[src/rtl/dram_cmd_scheduler.sv]
// dram_cmd_scheduler: serialises one L2 request at a time into PRE/ACT/RD/WR DRAM commands with an open-page row table
module dram_cmd_scheduler #(
   parameter int ADDR_WIDTH   = 13,
   parameter int NUM_OF_BANKS = 8,
   parameter int NUM_OF_ROWS  = 128,
   parameter int NUM_OF_COLS  = 8,
   parameter int T_RP         = 2,
   parameter int T_RCD        = 2,
   parameter int T_CL         = 3
) (
   input  logic                            clk,
   input  logic                            rst,
   input  logic                            req_valid,
   output logic                            req_ready,
   input  logic [ADDR_WIDTH-1:0]           req_addr,
   input  logic                            req_write,
   output logic [2:0]                      cmd,
   output logic [$clog2(NUM_OF_BANKS)-1:0] cmd_bank,
   output logic [$clog2(NUM_OF_ROWS)-1:0]  cmd_row,
   output logic [$clog2(NUM_OF_COLS)-1:0]  cmd_col,
   output logic                            resp_valid,
   output logic                            resp_write,
   output logic                            row_hit
);
   localparam int BW   = $clog2(NUM_OF_BANKS);
   localparam int RW   = $clog2(NUM_OF_ROWS);
   localparam int CW   = $clog2(NUM_OF_COLS);
   localparam int TMAX = T_RP > T_RCD ? (T_RP > T_CL ? T_RP : T_CL) : (T_RCD > T_CL ? T_RCD : T_CL);
   localparam int NW   = $clog2(TMAX + 1);
   localparam logic [NW-1:0] RP_L  = NW'(T_RP - 1);
   localparam logic [NW-1:0] RCD_L = NW'(T_RCD - 1);
   localparam logic [NW-1:0] CL_L  = NW'(T_CL - 1);
   localparam logic [2:0] S_IDLE = 3'd0, S_PRE = 3'd1, S_WAIT_RP = 3'd2, S_ACT = 3'd3,
                          S_WAIT_RCD = 3'd4, S_RDWR = 3'd5, S_WAIT_CL = 3'd6, S_RESP = 3'd7;
   localparam logic [2:0] C_NOP = 3'd0, C_ACT = 3'd1, C_RD = 3'd2, C_WR = 3'd3, C_PRE = 3'd4;

   logic [2:0]              state_q, state_d, cmd_q, cmd_d;
   logic [NW-1:0]           cnt_q, cnt_d;
   logic [NUM_OF_BANKS-1:0] open_valid_q;
   logic [RW-1:0]           open_row_q [NUM_OF_BANKS];
   logic [BW-1:0]           bank_q, bank_d, in_bank;
   logic [RW-1:0]           row_q, row_d, in_row;
   logic [CW-1:0]           col_q, col_d;
   logic                    wr_q, wr_d, ready_q, resp_q, resp_wr_q, hit_q;
   logic                    accept, hit, done;

   assign in_bank = req_addr[ADDR_WIDTH-1 -: BW];
   assign in_row  = req_addr[ADDR_WIDTH-BW-1 -: RW];
   assign accept  = req_valid && ready_q;
   assign hit     = open_valid_q[in_bank] && open_row_q[in_bank] == in_row;
   assign done    = cnt_q == NW'(1);
   assign bank_d  = accept ? in_bank : bank_q;
   assign row_d   = accept ? in_row : row_q;
   assign col_d   = accept ? req_addr[CW-1:0] : col_q;
   assign wr_d    = accept ? req_write : wr_q;

   // Next-state and wait-counter logic; counters load one below the delay since the command cycle itself counts
   always_comb begin
      state_d = state_q;
      cnt_d   = cnt_q;
      case (state_q)
         S_IDLE:     if (accept) state_d = hit ? S_RDWR : open_valid_q[in_bank] ? S_PRE : S_ACT;
         S_PRE:      begin state_d = T_RP == 1 ? S_ACT : S_WAIT_RP; cnt_d = RP_L; end
         S_WAIT_RP:  begin state_d = done ? S_ACT : S_WAIT_RP; cnt_d = cnt_q - NW'(1); end
         S_ACT:      begin state_d = T_RCD == 1 ? S_RDWR : S_WAIT_RCD; cnt_d = RCD_L; end
         S_WAIT_RCD: begin state_d = done ? S_RDWR : S_WAIT_RCD; cnt_d = cnt_q - NW'(1); end
         S_RDWR:     begin state_d = !wr_q && T_CL > 1 ? S_WAIT_CL : S_RESP; cnt_d = CL_L; end
         S_WAIT_CL:  begin state_d = done ? S_RESP : S_WAIT_CL; cnt_d = cnt_q - NW'(1); end
         default:    state_d = S_IDLE;
      endcase
   end

   // Command encoding from the upcoming state so cmd leaves a register aligned with that state
   always_comb cmd_d = state_d == S_ACT ? C_ACT : state_d == S_PRE ? C_PRE :
                       state_d == S_RDWR ? (wr_d ? C_WR : C_RD) : C_NOP;

   // Control state, latched request fields and registered outputs
   always_ff @(posedge clk or posedge rst) begin
      if (rst) begin
         state_q   <= S_IDLE;
         cnt_q     <= '0;
         cmd_q     <= C_NOP;
         bank_q    <= '0;
         row_q     <= '0;
         col_q     <= '0;
         wr_q      <= 1'b0;
         ready_q   <= 1'b0;
         resp_q    <= 1'b0;
         resp_wr_q <= 1'b0;
         hit_q     <= 1'b0;
      end else begin
         state_q   <= state_d;
         cnt_q     <= cnt_d;
         cmd_q     <= cmd_d;
         bank_q    <= bank_d;
         row_q     <= row_d;
         col_q     <= col_d;
         wr_q      <= wr_d;
         ready_q   <= state_d == S_IDLE;
         resp_q    <= state_d == S_RESP;
         resp_wr_q <= state_d == S_RESP && wr_q;
         hit_q     <= accept && hit;
      end
   end

   // Open-row valid bits: set when ACT issues, cleared when PRE issues
   always_ff @(posedge clk or posedge rst) begin
      if (rst) open_valid_q <= '0;
      else if (state_d == S_ACT) open_valid_q[bank_d] <= 1'b1;
      else if (state_d == S_PRE) open_valid_q[bank_d] <= 1'b0;
   end

   // Open-row numbers are only consulted when the matching valid bit is set, so they need no reset
   always_ff @(posedge clk) begin
      if (state_d == S_ACT) open_row_q[bank_d] <= row_d;
   end

   assign req_ready  = ready_q;
   assign cmd        = cmd_q;
   assign cmd_bank   = bank_q;
   assign cmd_row    = row_q;
   assign cmd_col    = col_q;
   assign resp_valid = resp_q;
   assign resp_write = resp_wr_q;
   assign row_hit    = hit_q;
endmodule

[config.mk]
export PLATFORM = sky130hd
export DESIGN_NAME = dram_cmd_scheduler
export DESIGN_NICKNAME = d
export VERILOG_FILES = /design/src/rtl/dram_cmd_scheduler.sv
export SDC_FILE = /design/constraint.sdc
export NUM_CORES = 1
export LEC_CHECK = 0
export ABC_AREA = 1
export CORE_MARGIN = 5
export CORE_UTILIZATION = 28
export DETAILED_ROUTE_END_ITERATION = 16
export GPL_TIMING_DRIVEN = 0
export PLACE_DENSITY = 0.57
export SLEW_MARGIN = 15
export SYNTH_ARGS = -nofsm -noshare
export SYNTH_HDL_FRONTEND = slang
export SYNTH_SLANG_ARGS = --single-unit
[constraint.sdc]
create_clock -name clk -period 2.4 [get_ports clk]
set_input_delay 0.36 -clock clk [delete_from_list [all_inputs] [get_ports clk]]
set_output_delay 0.36 -clock clk [all_outputs]
set_load 0.02 [all_outputs]
-- Word level (Yosys, flattened, before mapping)
Memory sizes are Yosys's and may differ from the RTL's.
Index checks and enable logic that the tools add are counted.
- register bits after elaboration: 34
- bits in writable memories: 56
- input port bits: 17
- word-level logic and storage cells: 67
- memories: 1
- memories (name ; words ; width ; read ports ; clocked after Yosys merged registers in ; write ports ; line ; source):
    open_row_q ; 8 ; 7 ; 1 ; 0 ; 1 ; 40 ; logic [RW-1:0] open_row_q [NUM_OF_BANKS];
- add/subtract/negate cells: 1
- order comparisons: 3
- equal/unequal tests: 12
- multiplexer cells: 24
- bitwise logic cells: 3
- reductions and logical operators: 11
- operators by type and width (cell ; number):
    one-hot mux 3 bit (7 select lines) ; 1
    two-way mux 8 bit ; 2
    equality test 3 bit, second input constant ; 5
    two-way mux 3 bit ; 5
    two-way mux 1 bit ; 10
    equality test 3 x 2 -> 1 bit, second input constant ; 3
    AND 8 bit ; 1
    less-than comparator 3 x 4 -> 1 bit, second input constant ; 2
    NOT 8 bit ; 1
    bitwise OR 8 bit ; 1
    equality test 7 bit ; 1
    two-way mux 7 bit ; 1
    equality test 3 x 1 -> 1 bit, second input constant ; 2
    logical NOT 3 bit ; 2
    one-hot mux 2 bit (3 select lines) ; 1
    logical AND 1 bit ; 5
    two-way mux 2 bit ; 2
    binary-select mux 1 bit (select 3 bit) ; 1
    demux 1 bit (select 3 bit) ; 1
    >= comparator 3 x 1 -> 1 bit, second input constant ; 1
    nonzero test 3 bit ; 1
    OR reduction 3 bit ; 1
    equality test 2 x 1 -> 1 bit, second input constant ; 1
    nonzero test 2 bit ; 1
    2 further kinds ; 2

-- Depth between registers and ports, before layout
Gate-level depths: netlist of the first run.
- depth in word-level cells: 10
- gate-level depth with buffers: 19
- gate-level depth less buffers: 16

-- Worst setup path before layout of the first run
OpenSTA, ideal clock, no wires.
- path kind: input-to-reg
- start: in req_addr[10]
- end: mem open_row_q[2][0] in the netlist's numbering (enable)
- data arrival time: 2058 ps
- path slack: -38 ps
- cell stages on the path: 16
- buffers on the path: 4
- path through: buf_4 inv_4 buf_6 buf_8 nand2_1 nand3_1 nand3_1 nand2_1 nand2_1 nand2_1 nand3_2 nor2_2 nand3_2 buf_4 nand4_1 nor3_1
- cells in the longest elaborated chain, start to end: 9
- elaborated cells on any way between the ends: 13
- classes of those cells: eq/ne (2); mux (9); reduce/logical (1); memory (1)
- ends and longest elaborated chain (what ; line ; source):
    from (decl) ; 15 ; input logic [ADDR_WIDTH-1:0] req_addr,
    memory (8 x 7 bit) or binary-select mux 1 bit (select 3 bit) (tied branches) ; - ;
    equality test 7 bit or two-way mux 1 bit (tied branches) ; 50, 62 ;
    logical AND 1 bit or two-way mux 2 bit (tied branches) ; 50, 62 ;
    two-way mux 3 bit (2 in series) ; 62 ; S_IDLE: if (accept) state_d = hit ? S_RDWR : open_valid_q[in_bank] ? S_PRE : S_ACT;
    one-hot mux 3 bit (7 select lines) ; 61 ; case (state_q)
    equality test 3 x 2 -> 1 bit ; 115 ; if (state_d == S_ACT) open_row_q[bank_d] <= row_d;
    two-way mux 1 bit ; 115 ;
    two-way mux 1 bit (implied by the code) ; 115 ;
    to (decl) ; 40 ;
Several ways; a longest one is shown, not always the timed one. The select of a mux whose other input is x is not followed.

-- Final worst setup path of the first run
- start: in req_valid
- end: mem open_row_q[6][4] in the netlist's numbering (enable)
- elaborated cells on any way between the ends: 7
- classes of those cells: eq/ne (1); mux (5); reduce/logical (1)
- RTL lines (what ; line ; source):
    from (decl) ; 13 ; input logic req_valid,
    logical AND 1 bit ; 49 ; assign accept = req_valid && ready_q;
    two-way mux 3 bit ; 52 ; assign bank_d = accept ? in_bank : bank_q;
    named net bank_d[0] ; 41 ; logic [BW-1:0] bank_q, bank_d, in_bank;
The timed path passes the listed nets, and every way through them passes these cells.

==> impl_metrics.tcl, run 1 <==
set metrics [dict create \
    initial_core_util_pct 28.4 \
    timing.fmax_mhz 434 \
    overflow 0 \
    status "completed" \
    num_vias 3058 \
    die_h_um 131 \
    required_ps 2450 \
    viasPerCell 4.48 \
    grt_antenna_before_repair 0 \
    fin_nets 512 \
    fin_crit_sh_pct 95.9 \
    fin_tns_setup_ps 0 \
    relSlewSlack_pct 48.2 \
    ys_ff_latch 90 \
    powerDensity_mw_per_mm2 1040 \
    irDropWorstVdd_uv 671 \
    numCtsBuffers 9 \
    wl_per_cell_um 14.2 \
    syn-num-nets 464 \
    dp_slack_ps -1040 \
    timing_worst_setup_path_type "input pin to flop" \
    synthesis.area_mm2 0.00412 \
    synth_adder_area_share_pct 0.304 \
    synth_commonest_cells "149 x nand2_1, 60 x inv_1, 56 x edfxtp_1, 37 x nand3_1" \
    grt_max_degree 35 \
    cp-end-kind "flop" \
    grt_usage_pct 11.7 \
    finalSetupViolCount 0 \
    fin_util_pct 35.1 \
    clkSlewWorstSetupHoldPaths_ps 60 \
    stdcell_count 683 \
    clk_path_buf_depth 2 \
    drive_above_1_share_pct 12.4 \
    diodes 0 \
    synth_ff_type "edfxtp_1" \
    first_pass_iters 4 \
    slew_violations 0 \
    maxCapViolCount 0 \
    gp_congestion 0.804 \
    postSynthCellCount 446 \
    synthMuxAreaShare_pct 0 \
    drt_iter0_drc 195 \
    cts_root_buf "clkbuf_16" \
    yosys_warnings 0 \
    final_hold_viol_count 0 \
    synth.distinct_cells 34 \
    grt_pass1_vias 3154 \
    synthXorXnorAreaFrac_pct 0.213 \
    setup_ws_ps 97.9 \
    synth-edff-count 56 \
    clk_latency_ps 340 \
    synth_top_area_cell "edfxtp_1" \
    dp_hpwl_um 6990 \
    cts_tree "done" \
    rsz0062_at_grt "no" \
    rows 44 \
    synth_async_sr_flop_share_pct 37.8 \
    leakage_nw 2.24 \
    postSynthAreaPerCell_um2 9.23 \
    core-area_mm2 0.0145 \
    syn2layout_area_growth_pct 23.5 \
    wl_um 9730 \
    synth_compound_area_share_pct 3.74 \
    cts_sinks 90 \
    route.detailed.drc 0 \
    skew_ps 7.34 \
    synth_simple_gate_area_share_pct 25.6 \
    die-width_um 131 \
    route.antenna.remaining_nets 0 \
    synthTopCellsByArea "edfxtp_1 41%, dfrtp_1 21%, nand2_1 14%, inv_1 5.5%, nand3_1 4.5%" \
    dp_cells 664 \
    grt_pass1_wl_um 16200 \
    crit_arrival_ps 2350 \
    yosysMostFrequentCell "nand2_1" \
    die_area_mm2 0.0172 \
    tightest_slew_ps 769 \
    synth_top_family_by_area "simple AND/OR/NAND/NOR gates" \
    hp-class "input pin to asynchronous set/reset pin" \
    yosysSeqAreaShare_pct 61.5 \
    h-tree-depth 3 \
    port_buffers 34 \
    cp-start-kind "input pin" \
    ioPinCount 37 \
    fin_crit_ps 2300 \
    path_max_fanout 7 \
    power.total_mw 5.27 \
    synth_top_area_share_pct 40.9 \
]
registers in the layout, summed over array words and instances (netlist names), 2 cells and up, named ones only:
signal	flops
cmd	3
cmd_col	3
cmd_bank	3
cnt_q	2
cmd_row	7
open_row_q	56
state_q	3
repair_timing:
item / 4_1_cts / 5_1_grt
pin swaps: 1 / 3
buffers inserted: 1 / 3
hold buffers: 0 / 0
setup endpoints to repair: 101 / 72
resized for setup: 20 / 11
cell usage in the layout (no fill, tap or decap), types with 7 or more instances in the layout:
master           count
buf_4                8
clkbuf_16            9
clkdlybuf4s50_1     33
dfrtp_1             33
edfxtp_1            56
inv_1               53
nand2_1            149
nand3_1             37
nand4_1              9
nor2_1              32
o21ai_0              7
o21ai_1             11
cells by family after synthesis:
logic type | after synthesis
XOR/XNOR | 1
buffers and inverters | 82
AO/OA/AOI/OAI | 28
flip-flops | 90
adder cells (fa/ha/maj) | 1
AND/OR/NAND/NOR | 244
metal layers:
layer,vias up,part of all wire (%),track usage (%)
met5,-,0,0
met4,0,1.0,2.69
met3,10,3.6,3.10
met2,49,49,19.6
met1,1474,46,15.2
li1,1525,-,-
area by class of cell:
cell class	count	area, µm²
plain buffers	17	124
clock buffers	11	233
clock inverters	5	55.1
fillers	1455	9400
inverters	64	256
multi-input cells	274	1260
flip-flops and latches	90	2530
well taps	184	230
repair buffers	38	394
through the flow:
step,instance area (µm²),hold slack [ps]
6_report,5080,462
5_1_grt,5080,495
4_1_cts,5030,469
3_5_place_dp,4690,453
3_3_place_gp,4690,449
2_1_floorplan,4120,437
worst max-delay path, cell delays in order:
cell and delay, ps:
clkdlybuf4s50_1 390, nand2_1 200, inv_4 60, or2_2 280, o21ai_1 230, inv_1 190, nor2_1 200, nand4_2 160
nor2_4 150, buf_12 130
where the power goes:
group	leakage, nW	switching [mW]	total [mW]	internal, mW
Clock	0.137	0.557	1.36	0.804
Sequential	0.943	0.129	2.22	2.09
Combinational	1.16	1.11	1.69	0.585
path summary, 6_finish.rpt:
check,start,end,slack [ps],depth (start not counted)
worst max-delay path,req_valid,open_row_q[6][4],100,10
worst min-delay path,rst,cmd_row[2],460,2
worst max register to register,req_ready,open_row_q[6][4],150,9
worst min register to register,flop,flop,470,2
max in group asynchronous,rst,state_q[1],1410,2
min in group clk,flop,flop,470,2
Note: power is estimated with default switching activity, not from simulation.
==> run 2, diff against run 1 <==
Settings changed: ABC_CLOCK_PERIOD_IN_PS from default to 2400.
==> results of run 2 <==
The final DEF is identical to that of run 1; final timing and power are the same.
==> run 3, diff against run 2 <==
Settings changed: CAP_MARGIN from default to 20, CTS_BUF_LIST from default to sky130_fd_sc_hd__clkbuf_2.
==> run 3 against run 2 <==
Clock skew rose by 24 ps; non-clock buffer count fell by 2; fmax rose by 0.75%; routed wire length barely moved; die area did not move; critical endpoint is now open_row_q[2][1]; largest power group unchanged.
==> impl_metrics.tcl, run 3 (synthesis gave the netlist of run 1 again) <==
set metrics [dict create \
    grt_pass1_wl_um 16100 \
    diodes 0 \
    port_buffers 34 \
    fillers 1482 \
    r2r_start "state_q[1]" \
    grt_max_degree 35 \
    drt_iter0_drc 165 \
    hp-class "input pin to asynchronous set/reset pin" \
    die_h_um 131 \
    powerDensity_mw_per_mm2 946 \
    tightest_slew_ps 1030 \
    first_pass_iters 5 \
    slew_violations 0 \
    clkSlewWorstSetupHoldPaths_ps 240 \
    top_register "open_row_q" \
    path_common_cell "inv_1" \
    num_vias 3066 \
    route.antenna.remaining_nets 0 \
    die_area_mm2 0.0172 \
    path_delay_family "simple AND/OR/NAND/NOR gates" \
    viasPerCell 4.50 \
    finalSetupViolCount 0 \
    numCtsBuffers 9 \
    irDropWorstVdd_uv 530 \
    wl_um 9730 \
    timing.fmax_mhz 438 \
    final_cell_mix "147 x nand2_1, 56 x edfxtp_1, 53 x inv_1, 37 x nand3_1, 34 x dfrtp_1" \
    skew_ps 31.8 \
    grt_usage_pct 11.6 \
    critical_path_buf_inv_count 4 \
    syn2layout_area_growth_pct 18.7 \
    cpPeakStageDelay_ps 510 \
    timing_worst_setup_path_type "flop to flop" \
    cts_sinks 90 \
    final_common_cell "nand2_1" \
    clk_latency_ps 540 \
    cts_tree "done" \
    reg2regPathDepth 9 \
    largest_register_ffs 56 \
    die-width_um 131 \
    cts_root_buf "clkbuf_2" \
    met3_usage_pct 2.87 \
    h-tree-depth 3 \
    relSlewSlack_pct 30.6 \
    leakage_nw 2.17 \
    r2r-end "open_row_q[2][1]" \
    grt_antenna_before_repair 0 \
    overflow 0 \
    rsz0062_at_grt "no" \
    fin_crit_ps 2280 \
    cp-end-kind "flop" \
    core-area_mm2 0.0145 \
    rows 44 \
    required_ps 2670 \
    maxCapViolCount 0 \
    met1_usage_pct 15.1 \
    slowest_stage "dfrtp_1" \
    power.total_mw 4.62 \
    clk_path_buf_depth 2 \
    drive_above_1_share_pct 12.5 \
    grt_pass1_vias 3144 \
    use_met2_pct 19.4 \
    fin_nets 510 \
    r2r_setup_slack_ps 120 \
    route.detailed.drc 0 \
    dp_hpwl_um 6990 \
    wl_per_cell_um 14.3 \
    path_max_fanout 10 \
    final_hold_viol_count 0 \
    initial_core_util_pct 28.4 \
    crit_chain "or2_2, nor2_1, inv_1, o21a_1, inv_1, buf_4, nand4_1, nor3_4, buf_12" \
    fin_crit_sh_pct 95.2 \
    fin_tns_setup_ps 0 \
    cp-start-kind "flop" \
    ioPinCount 37 \
    status "completed" \
    crit_arrival_ps 2550 \
    top_usage_layer "met2" \
    gp_congestion 0.804 \
]
## run 3: changes by cell type in the layout (fill, tap and decap cells not counted), moves of 3 or more
cell and delta:
clkbuf_2 +12, clkbuf_16 -9, o21ai_0 +7, o21ai_1 -7, buf_4 -3
## run 3: power by group
part           internal, mW  switching (mW)  leakage, nW  total, mW
combinational         0.570            1.10         1.16       1.67
clock                 0.246           0.490       0.0696      0.735
sequential             2.08           0.129        0.944       2.21
total                  2.90            1.72         2.17       4.62
## run 3: final cells by class
cell class / instances / area [µm²] / area share, %
Multi-Input combinational cell: 274 / 1260 / 25.8
Timing Repair Buffer: 36 / 383 / 7.84
Clock buffer: 11 / 55.1 / 1.13
Tap cell: 184 / 230 / 4.71
Sequential cell: 90 / 2530 / 51.8
Clock inverter: 5 / 55.1 / 1.13
Buffer: 17 / 118 / 2.41
Inverter: 64 / 250 / 5.12
## run 3: what timing repair did
item                       in CTS  in global routing
hold buffers                    0                  0
setup endpoints to repair      56                 72
resized for setup              12                  7
buffers inserted                1                  1
pin swaps                       1                  2
## run 3: worst max path at each step
stage,from,endpoint,slack [ps],depth (start not counted)
floorplan,req_ready,open_row_q[6][0],150,8
global placement,req_addr[11],open_row_q[2][2],-1030,13
detailed placement,req_addr[11],open_row_q[6][2],-1040,13
CTS,req_addr[11],open_row_q[1][1],20,15
global route,req_ready,open_row_q[6][5],2,4
finish,state_q[1],open_row_q[2][1],120,9
## run 3: layer usage
metal / vias up / wire (µm)
li1: 1520 / -
met1: 1476 / 4350
met2: 61 / 4830
met3: 9 / 466
met4: 0 / 81
met5: - / 0
## run 3: metrics by stage
step	setup slack [ps]	utilization (%)	cell area (µm²)	cells	hold slack [ps]
after global placement	-1030	32.4	4690	664	449
after CTS	23.4	33.5	4850	681	203
after global routing	2.08	33.7	4880	681	242
after floorplan	146	-	4120	446	437
final	115	33.7	4880	681	211
after detailed placement	-1040	32.4	4690	664	453
